===== config.mk =====
export PLATFORM = sky130hd
export DESIGN_NAME = trap_ctrl
export DESIGN_NICKNAME = d
export VERILOG_FILES = /design/src/rtl/trap_ctrl.sv
export SDC_FILE = /design/constraint.sdc
export NUM_CORES = 1
export LEC_CHECK = 0
export CAP_MARGIN = 20
export CORE_AREA = 2 2 127 129
export DETAILED_ROUTE_END_ITERATION = 10
export DIE_AREA = 0 0 129 131
export PLACE_DENSITY = 0.79
export SLEW_MARGIN = 0
export SYNTH_ARGS = -nofsm -noshare
export SYNTH_HDL_FRONTEND = slang
export SYNTH_SLANG_ARGS = --single-unit

===== constraint.sdc =====
create_clock -name clk -period 5.2 [get_ports clk]
set_input_delay 0.78 -clock clk [delete_from_list [all_inputs] [get_ports clk]]
set_output_delay 0.78 -clock clk [all_outputs]
set_load 0.02 [all_outputs]

===== src/rtl/trap_ctrl.sv =====
// trap_ctrl: machine-mode trap sequencer and CSR-port arbiter.
//
// Owns the single read/write port of the CSR register file and shares it
// between CSR instructions, system instructions (ebreak/ecall/mret) and the
// machine timer interrupt. Trap entry and mret are sequenced as multi-cycle
// read-modify-write updates of mepc/mcause/mstatus, ending in a one-cycle
// pipeline redirect.
//
// Ports:
//   clk, rst            clock; synchronous active-low reset
//   sys_inst_ctrl       00 none, 01 ebreak, 10 ecall, 11 mret
//   sys_pc, int_pc      PC of system instruction / oldest uncommitted insn
//   irq_timer           level machine timer interrupt (MTIP)
//   csr_inst_*          CSR instruction request (valid, op, idx, wdata)
//   csr_inst_rdata      old CSR value returned to rd
//   sys_ready           requester handshake, high only in IDLE
//   csr_read_addr/csr_write_addr/csr_write_data/csr_wen  CSR file port
//   csr_read_data       combinational read data from the CSR file
//   redirect_valid/pc   one-cycle flush + redirect to trap vector / mepc
//   ebreak_hit          one-cycle registered pulse after an accepted ebreak

module trap_ctrl #(
  parameter int unsigned XLEN = 32
) (
  input  logic            clk,
  input  logic            rst,
  input  logic [1:0]      sys_inst_ctrl,
  input  logic [XLEN-1:0] sys_pc,
  input  logic [XLEN-1:0] int_pc,
  input  logic            irq_timer,
  input  logic            csr_inst_valid,
  input  logic [1:0]      csr_inst_op,
  input  logic [XLEN-1:0] csr_inst_idx,
  input  logic [XLEN-1:0] csr_inst_wdata,
  output logic [XLEN-1:0] csr_inst_rdata,
  output logic            sys_ready,
  output logic [XLEN-1:0] csr_read_addr,
  output logic [XLEN-1:0] csr_write_addr,
  output logic [XLEN-1:0] csr_write_data,
  output logic            csr_wen,
  input  logic [XLEN-1:0] csr_read_data,
  output logic            redirect_valid,
  output logic [XLEN-1:0] redirect_pc,
  output logic            ebreak_hit
);

  // CSR addresses
  localparam logic [XLEN-1:0] ADDR_MSTATUS = XLEN'(12'h300);
  localparam logic [XLEN-1:0] ADDR_MIE     = XLEN'(12'h304);
  localparam logic [XLEN-1:0] ADDR_MTVEC   = XLEN'(12'h305);
  localparam logic [XLEN-1:0] ADDR_MEPC    = XLEN'(12'h341);
  localparam logic [XLEN-1:0] ADDR_MCAUSE  = XLEN'(12'h342);

  // Bit positions inside mstatus / mie
  localparam int unsigned MIE_BIT  = 3;
  localparam int unsigned MPIE_BIT = 7;
  localparam int unsigned MTIE_BIT = 7;

  // mcause values: environment call from M-mode, machine timer interrupt
  localparam logic [XLEN-1:0] CAUSE_ECALL = XLEN'(11);
  localparam logic [XLEN-1:0] CAUSE_IRQ   = {1'b1, (XLEN-1)'(7)};

  // System instruction encodings
  localparam logic [1:0] SYS_EBREAK = 2'b01;
  localparam logic [1:0] SYS_ECALL  = 2'b10;
  localparam logic [1:0] SYS_MRET   = 2'b11;

  // CSR instruction operations
  localparam logic [1:0] OP_READ  = 2'b00;
  localparam logic [1:0] OP_WRITE = 2'b01;
  localparam logic [1:0] OP_SET   = 2'b10;
  localparam logic [1:0] OP_CLEAR = 2'b11;

  // FSM states
  localparam logic [2:0] S_IDLE     = 3'd0;
  localparam logic [2:0] S_T_EPC    = 3'd1;
  localparam logic [2:0] S_T_CAUSE  = 3'd2;
  localparam logic [2:0] S_T_STATUS = 3'd3;
  localparam logic [2:0] S_T_VEC    = 3'd4;
  localparam logic [2:0] S_R_STATUS = 3'd5;
  localparam logic [2:0] S_R_EPC    = 3'd6;

  logic [2:0]      state_q,      state_d;
  logic            is_irq_q,     is_irq_d;
  logic [XLEN-1:0] epc_q,        epc_d;
  logic            sh_mie_q,     sh_mie_d;
  logic            sh_mtie_q,    sh_mtie_d;
  logic            ebreak_hit_q, ebreak_hit_d;

  logic            irq_pend;
  logic [XLEN-1:0] status_new;

  // Shadows mirror the enable bits so the interrupt check needs no CSR read
  assign irq_pend   = irq_timer & sh_mie_q & sh_mtie_q;
  assign ebreak_hit = ebreak_hit_q;

  // State and latched-context registers
  always_ff @(posedge clk) begin
    if (!rst) begin
      state_q      <= S_IDLE;
      is_irq_q     <= 1'b0;
      epc_q        <= '0;
      sh_mie_q     <= 1'b0;
      sh_mtie_q    <= 1'b0;
      ebreak_hit_q <= 1'b0;
    end else begin
      state_q      <= state_d;
      is_irq_q     <= is_irq_d;
      epc_q        <= epc_d;
      sh_mie_q     <= sh_mie_d;
      sh_mtie_q    <= sh_mtie_d;
      ebreak_hit_q <= ebreak_hit_d;
    end
  end

  // Arbitration, sequencing and CSR-port drive
  always_comb begin
    state_d        = state_q;
    is_irq_d       = is_irq_q;
    epc_d          = epc_q;
    sh_mie_d       = sh_mie_q;
    sh_mtie_d      = sh_mtie_q;
    ebreak_hit_d   = 1'b0;
    status_new     = '0;
    sys_ready      = 1'b0;
    csr_inst_rdata = '0;
    csr_read_addr  = '0;
    csr_write_addr = '0;
    csr_write_data = '0;
    csr_wen        = 1'b0;
    redirect_valid = 1'b0;
    redirect_pc    = '0;

    case (state_q)
      S_IDLE: begin
        // A pending interrupt pre-empts every requester, so nobody sees ready
        sys_ready = ~irq_pend;
        if (irq_pend) begin
          is_irq_d = 1'b1;
          epc_d    = int_pc;
          state_d  = S_T_EPC;
        end else if (sys_inst_ctrl != 2'b00) begin
          case (sys_inst_ctrl)
            SYS_EBREAK: ebreak_hit_d = 1'b1;
            SYS_ECALL: begin
              is_irq_d = 1'b0;
              epc_d    = sys_pc;
              state_d  = S_T_EPC;
            end
            SYS_MRET: state_d = S_R_STATUS;
            default: ;
          endcase
        end else if (csr_inst_valid) begin
          csr_read_addr  = csr_inst_idx;
          csr_write_addr = csr_inst_idx;
          csr_inst_rdata = csr_read_data;
          csr_wen        = (csr_inst_op != OP_READ);
          case (csr_inst_op)
            OP_WRITE: csr_write_data = csr_inst_wdata;
            OP_SET:   csr_write_data = csr_read_data | csr_inst_wdata;
            OP_CLEAR: csr_write_data = csr_read_data & ~csr_inst_wdata;
            default:  csr_write_data = '0;
          endcase
        end
      end

      S_T_EPC: begin
        csr_write_addr = ADDR_MEPC;
        csr_write_data = epc_q;
        csr_wen        = 1'b1;
        state_d        = S_T_CAUSE;
      end

      S_T_CAUSE: begin
        csr_write_addr = ADDR_MCAUSE;
        csr_write_data = is_irq_q ? CAUSE_IRQ : CAUSE_ECALL;
        csr_wen        = 1'b1;
        state_d        = S_T_STATUS;
      end

      // Trap entry: stash MIE in MPIE and mask interrupts
      S_T_STATUS: begin
        status_new           = csr_read_data;
        status_new[MPIE_BIT] = csr_read_data[MIE_BIT];
        status_new[MIE_BIT]  = 1'b0;
        csr_read_addr        = ADDR_MSTATUS;
        csr_write_addr       = ADDR_MSTATUS;
        csr_write_data       = status_new;
        csr_wen              = 1'b1;
        state_d              = S_T_VEC;
      end

      // Direct mode only: the mode field in mtvec[1:0] is dropped
      S_T_VEC: begin
        csr_read_addr  = ADDR_MTVEC;
        redirect_valid = 1'b1;
        redirect_pc    = {csr_read_data[XLEN-1:2], 2'b00};
        state_d        = S_IDLE;
      end

      // Trap return: restore MIE from MPIE and set MPIE
      S_R_STATUS: begin
        status_new           = csr_read_data;
        status_new[MIE_BIT]  = csr_read_data[MPIE_BIT];
        status_new[MPIE_BIT] = 1'b1;
        csr_read_addr        = ADDR_MSTATUS;
        csr_write_addr       = ADDR_MSTATUS;
        csr_write_data       = status_new;
        csr_wen              = 1'b1;
        state_d              = S_R_EPC;
      end

      S_R_EPC: begin
        csr_read_addr  = ADDR_MEPC;
        redirect_valid = 1'b1;
        redirect_pc    = csr_read_data;
        state_d        = S_IDLE;
      end

      default: state_d = S_IDLE;
    endcase

    // While reset is held the port is quiet, so an abandoned sequence
    // cannot land a write or a redirect on the reset edge
    if (!rst) begin
      csr_inst_rdata = '0;
      csr_read_addr  = '0;
      csr_write_addr = '0;
      csr_write_data = '0;
      csr_wen        = 1'b0;
      redirect_valid = 1'b0;
      redirect_pc    = '0;
    end

    // Every CSR write passes through here, keeping the shadows exact
    if (csr_wen && (csr_write_addr == ADDR_MSTATUS)) begin
      sh_mie_d = csr_write_data[MIE_BIT];
    end
    if (csr_wen && (csr_write_addr == ADDR_MIE)) begin
      sh_mtie_d = csr_write_data[MTIE_BIT];
    end
  end

endmodule


* Yosys cells after proc, flatten, opt, wreduce, memory -nomap -nowiden
Cells that the tools add are included.
** Cells by class
- Equality and inequality tests :: 16
- Muxes and demuxes :: 40
- Bitwise gates (word level) :: 9
- Reductions and logical operators :: 13
** Operators with widths (number)
- 32-bit two-way mux :: 19
- 32-bit case mux with 4 select lines :: 2
- 32-bit case mux with 5 select lines :: 1
- 32-bit case mux with 3 select lines :: 1
- 32-bit by 10-bit == test with 1-bit output, second input constant :: 2
- 32-bit case mux with 2 select lines :: 1
- 32-bit bitwise AND :: 1
- 32-bit NOT :: 1
- 32-bit bitwise OR :: 1
- 3-bit case mux with 5 select lines :: 1
- 1-bit two-way mux :: 11
- 3-bit == test, second input constant :: 3
- 2-bit == test, second input constant :: 4
- 2-bit nonzero test :: 4
- 4-bit OR reduction :: 2
- 3-bit by 2-bit == test with 1-bit output, second input constant :: 2
- 3-bit two-way mux :: 2
- 3-bit case mux with 2 select lines :: 1
- 2-bit by 1-bit == test with 1-bit output, second input constant :: 2
- 4-bit by 2-bit inequality test with 1-bit output, second input constant :: 1
- 1-bit NOT :: 4
- 2-bit OR reduction :: 2
- 3-bit by 1-bit == test with 1-bit output, second input constant :: 1
- 3-bit zero test :: 1
- 6 further kinds :: 8
** Storage, ports and cells
- Flip-flop bits (word level) :: 39
- Bits of input ports :: 168
- Output and inout port bits :: 164
- Word-level logic and storage cells :: 84

* Longest topological paths before layout
- Word-level depth :: 8
- Mapped depth :: 8
- Depth with buffers taken out :: 5

* Worst setup path after synthesis
Ideal clock, no wire load.
- Path kind :: input to output
- Start :: in csr_inst_op[1]
- End :: out csr_write_data[22]
- Data arrival time :: 2.077 ns
- Required time :: 4.420 ns
- Slack :: 2.343 ns
- Stages :: 7
- Path buffers :: 3
- Cells stage by stage :: clkbuf_1 > clkbuf_1 > buf_2 > o211ai_1 > o21ai_0 > a222oi_1 > nor2_1
** Between the ends
- Longest elaborated chain between the ends :: 7
- Elaborated cells between the ends (all ways) :: 9
- Those cells by class :: eq/ne (3); mux (6)
** RTL lines
- start: declaration :: line 32 : input logic [1:0] csr_inst_op,
- 2-bit == test or 2-bit by 1-bit == test with 1-bit output (tied branches) :: line 158 : case (csr_inst_op)
- 32-bit case mux with 3 select lines (*) :: line 158
- 32-bit two-way mux (*) :: line 153 : end else if (csr_inst_valid) begin
- 32-bit two-way mux (*) :: line 142 : end else if (sys_inst_ctrl != 2'b00) begin
- 32-bit two-way mux (*) :: line 138 : if (irq_pend) begin
- 32-bit case mux with 5 select lines (*) :: line 134 : case (state_q)
- 32-bit two-way mux (*) :: line 225 : if (!rst) begin
- end: declaration :: line 39 : output logic [XLEN-1:0] csr_write_data,
Mark *: on every way between the ends. The rest lies on a longest branch, timed or not.

* Worst setup path in the final report
- Start :: reg state_q[2]
- End :: out csr_write_data[4]
** Between the ends
- Longest elaborated chain between the ends :: 3
- Elaborated cells between the ends (all ways) :: 7
- Those cells by class :: eq/ne (4); mux (2); reduce/logical (1)
** RTL lines
- start: declaration :: line 83 : logic [2:0] state_q, state_d;
- start signal: assignment :: line 107 : state_q <= state_d;
- 3-bit == test, or another cell as far along :: line 134
- 32-bit case mux with 5 select lines (*) :: line 134
- 32-bit two-way mux (*) :: line 225
Marked as above.

==> impl_metrics.toml <==
[drt]
wl_per_cell_um = 18.48
ant_nets = 0
drc = 0
viasPerCell = 5.306
firstDrtPassIters = 7
num_vias = 5943
dr.first_iter.drc_count = 587
route.final.wire_length_um = 20700

[floorplanning]
start_util_pct = 27.07
num_io_pins = 332
die_area_um2 = 16900
core_area_um2 = 15600
die_height_um = 131
row_count = 46
fp.dieW_um = 129

[clock_network]
h-tree-depth = 2
cts.sinks = 39
cts_tree = "yes"
path_clk_slew_ps = 60
hold_buffers = 0
clockBufferDepth = 2
clock_latency_ps = 290
cts-resized-gates = 0
cts_made_buffers = 5
cts_root_buffer = "clkbuf_16"
post_cts_buffers = 0

[timing]
finalCritPeriodShare_pct = 79.14
report.final.setup_viol = 0
finalSetupTns_ps = 0
max_slew_margin_pct = 43.12
drv_slew = 0
final_hold_viol_count = 0
fmax_mhz = 243.0
finalCriticalPeriod_ps = 4115
fin_skew_ps = 5.216
hold_slack_ps = 503.2
rsz0062_at_grt = "false"
tightestPinTransition_ps = 852.0

[logic_synthesis]
synthTopCellsByArea = "dfxtp_1 (18%), and3_1 (13%), a311oi_2 (10%), nand2_1 (9.9%), nor2_1 (6.7%)"
synthesis.instances = 618
yosysSeqAreaShare_pct = 18.49
synthFlopType = "dfxtp_1"
yosysTopAreaCellShare_pct = 18.49
syn-cell-area_um2 = 4222
synth_async_sr_flop_share_pct = 0
synth-edff-count = 0
ys_ff_latch = 39
synth_most_common_cell = "nand2_1"
yosys_warnings = 0
synth_top_cell_by_area = "dfxtp_1"
synth.cells.most_frequent = "nand2_1 (111), and3_1 (90), nor2_1 (75)"
synthDistinctLibCells = 45
synth_area_per_cell_um2 = 6.831
syn_nets = 786

[pwr]
ir_drop_mv = 0.1244
power_density_nw_per_um2 = 184.5
power.leakage_nw = 2.977

[worst_hold_path]
min_delay_path_depth = 2
min_from = "epc_q[4]"
worstHoldPathType = "reg -> reg"
hold_path_end = "epc_q[4]"

[worst_setup_path]
end_kind = "output pin"
crit_required_ps = 4420
ff2ff_path_depth = 6
start_kind = "flop"
cp_max_fo = 22
reg2reg_slack_ps = 2630
arrival_ps = 3340
r2r-start = "state_q[2]"
crit_type = "reg -> out"
r2r_end = "sh_mie_q"

[global_route]
grt_pass1_wl_um = 29900
antenna_found_initial = 0
grt.total_usage_pct = 22.67
gr-total-overflow = 0
grt_max_degree = 66
grt_pass1_vias = 5258

[finish]
final_util_pct = 50.02
antenna_cells = 0
nets = 1071
fillCellCount = 1495
drive_gt1_share_pct = 7.080
syn_to_final_growth_pct = 84.80
final_cells = 1120

[placement]
place_inst = 1112
dpl.hpwl_um = 15740
numPortBuffers = 331
gp_congestion = 0.8422

[status]
outcome = "finished, final reports clean"

[run]
drv_cap = 0
[worst max-delay path by stage]
| stage | from | cells after the start | endpoint | slack, ps |
|---|---|---|---|---|
| after global routing | state_q[2] | 6 | csr_write_data[4] | 850 |
| final | state_q[2] | 6 | csr_write_data[4] | 1080 |
| after floorplan | csr_inst_op[1] | 7 | csr_write_data[22] | 2340 |
| after global placement | sys_inst_ctrl[0] | 7 | csr_write_data[26] | 1250 |
| after detailed placement | sys_inst_ctrl[1] | 7 | csr_write_data[27] | 1190 |
| after CTS | state_q[2] | 6 | csr_write_data[4] | 1050 |
[worst max-delay path: stages (launching register included)]
cell             delay [ps]
dfxtp_1                 880
nand2b_1                240
a21oi_2                 700
buf_4                   350
a222oi_1                110
nor2_1                  120
clkdlybuf4s50_1         640
[metal layers]
layer  GRT usage [%]  share of wire (%)  vias to the layer above
met5               0                  0                        -
met4           7.225                2.2                        0
met3           3.135                7.1                       28
met2           36.54                 47                      308
met1           31.38                 44                     2752
li1                -                  -                     2855
[registers in the layout, indices dropped and copies added (netlist names)]
signal,flops
epc_q,32
state_q,3
ebreak_hit,1
is_irq_q,1
sh_mie_q,1
sh_mtie_q,1
[where the power goes]
group,switching [mW],internal (mW)
Combinational,0.390,0.341
Sequential,0.0396,0.333
Clock,0.132,0.204
[cell families after synthesis]
| logic type | after synthesis | synth area share (%) |
|---|---|---|
| flops | 39 | 18.49 |
| compound gates | 160 | 32.37 |
| xor+xnor | 1 | 0.2075 |
| buf+inv | 71 | 7.943 |
| mux | 5 | 1.304 |
| simple gates | 342 | 39.69 |
[stage by stage]
| step | instance area, um2 | setup slack, ps | power, mW |
|---|---|---|---|
| 6_report | 7801 | 1085 | 1.440 |
| 2_1_floorplan | 4222 | 2343 | 0.7507 |
| 4_1_cts | 7801 | 1047 | 1.449 |
| 5_1_grt | 7801 | 846.1 | 1.521 |
| 3_5_place_dp | 7641 | 1194 | 1.105 |
| 3_3_place_gp | 7641 | 1254 | 1.100 |
[cell type report]
class	count	area (um2)	area share, %
timing repair buffer	345	3446	44.17
multi-input combinational	508	3129	40.11
sequential	39	780.7	10.01
tap	216	270.3	3.464
clock buffer	7	152.6	1.957
inverter	4	15.01	0.1925
clock inverter	1	7.507	0.09623
[placed cells by master, fill, tap and decap left out, types with 2 or more instances in the layout]
cell type        netlist  layout
mux2_1                 2       2
and3_1                90      89
o21ai_0               33      33
a21oi_4                1       2
a311oi_1               4       4
nand3_1                3       2
o21a_1                 2       2
nor2_1                75      75
nor2b_1                5       5
a221oi_1               4       4
clkbuf_8               0       2
nand2b_1               5       5
nand2_1              111     111
a311oi_2              28      28
nor4_1                 6       6
inv_1                  2       2
o211ai_1              31      31
buf_12                 0       3
buf_2                 13       2
and2_1                32      32
nor3_1                 8       8
buf_4                  4      11
a222oi_1              26      26
a21oi_1               20      20
a22oi_1                2       2
clkbuf_16              0       5
dfxtp_1               39      39
mux2_2                 2       2
nand4_1                3       3
clkdlybuf4s50_1        0     329
Power figures use the tool's default switching activity.
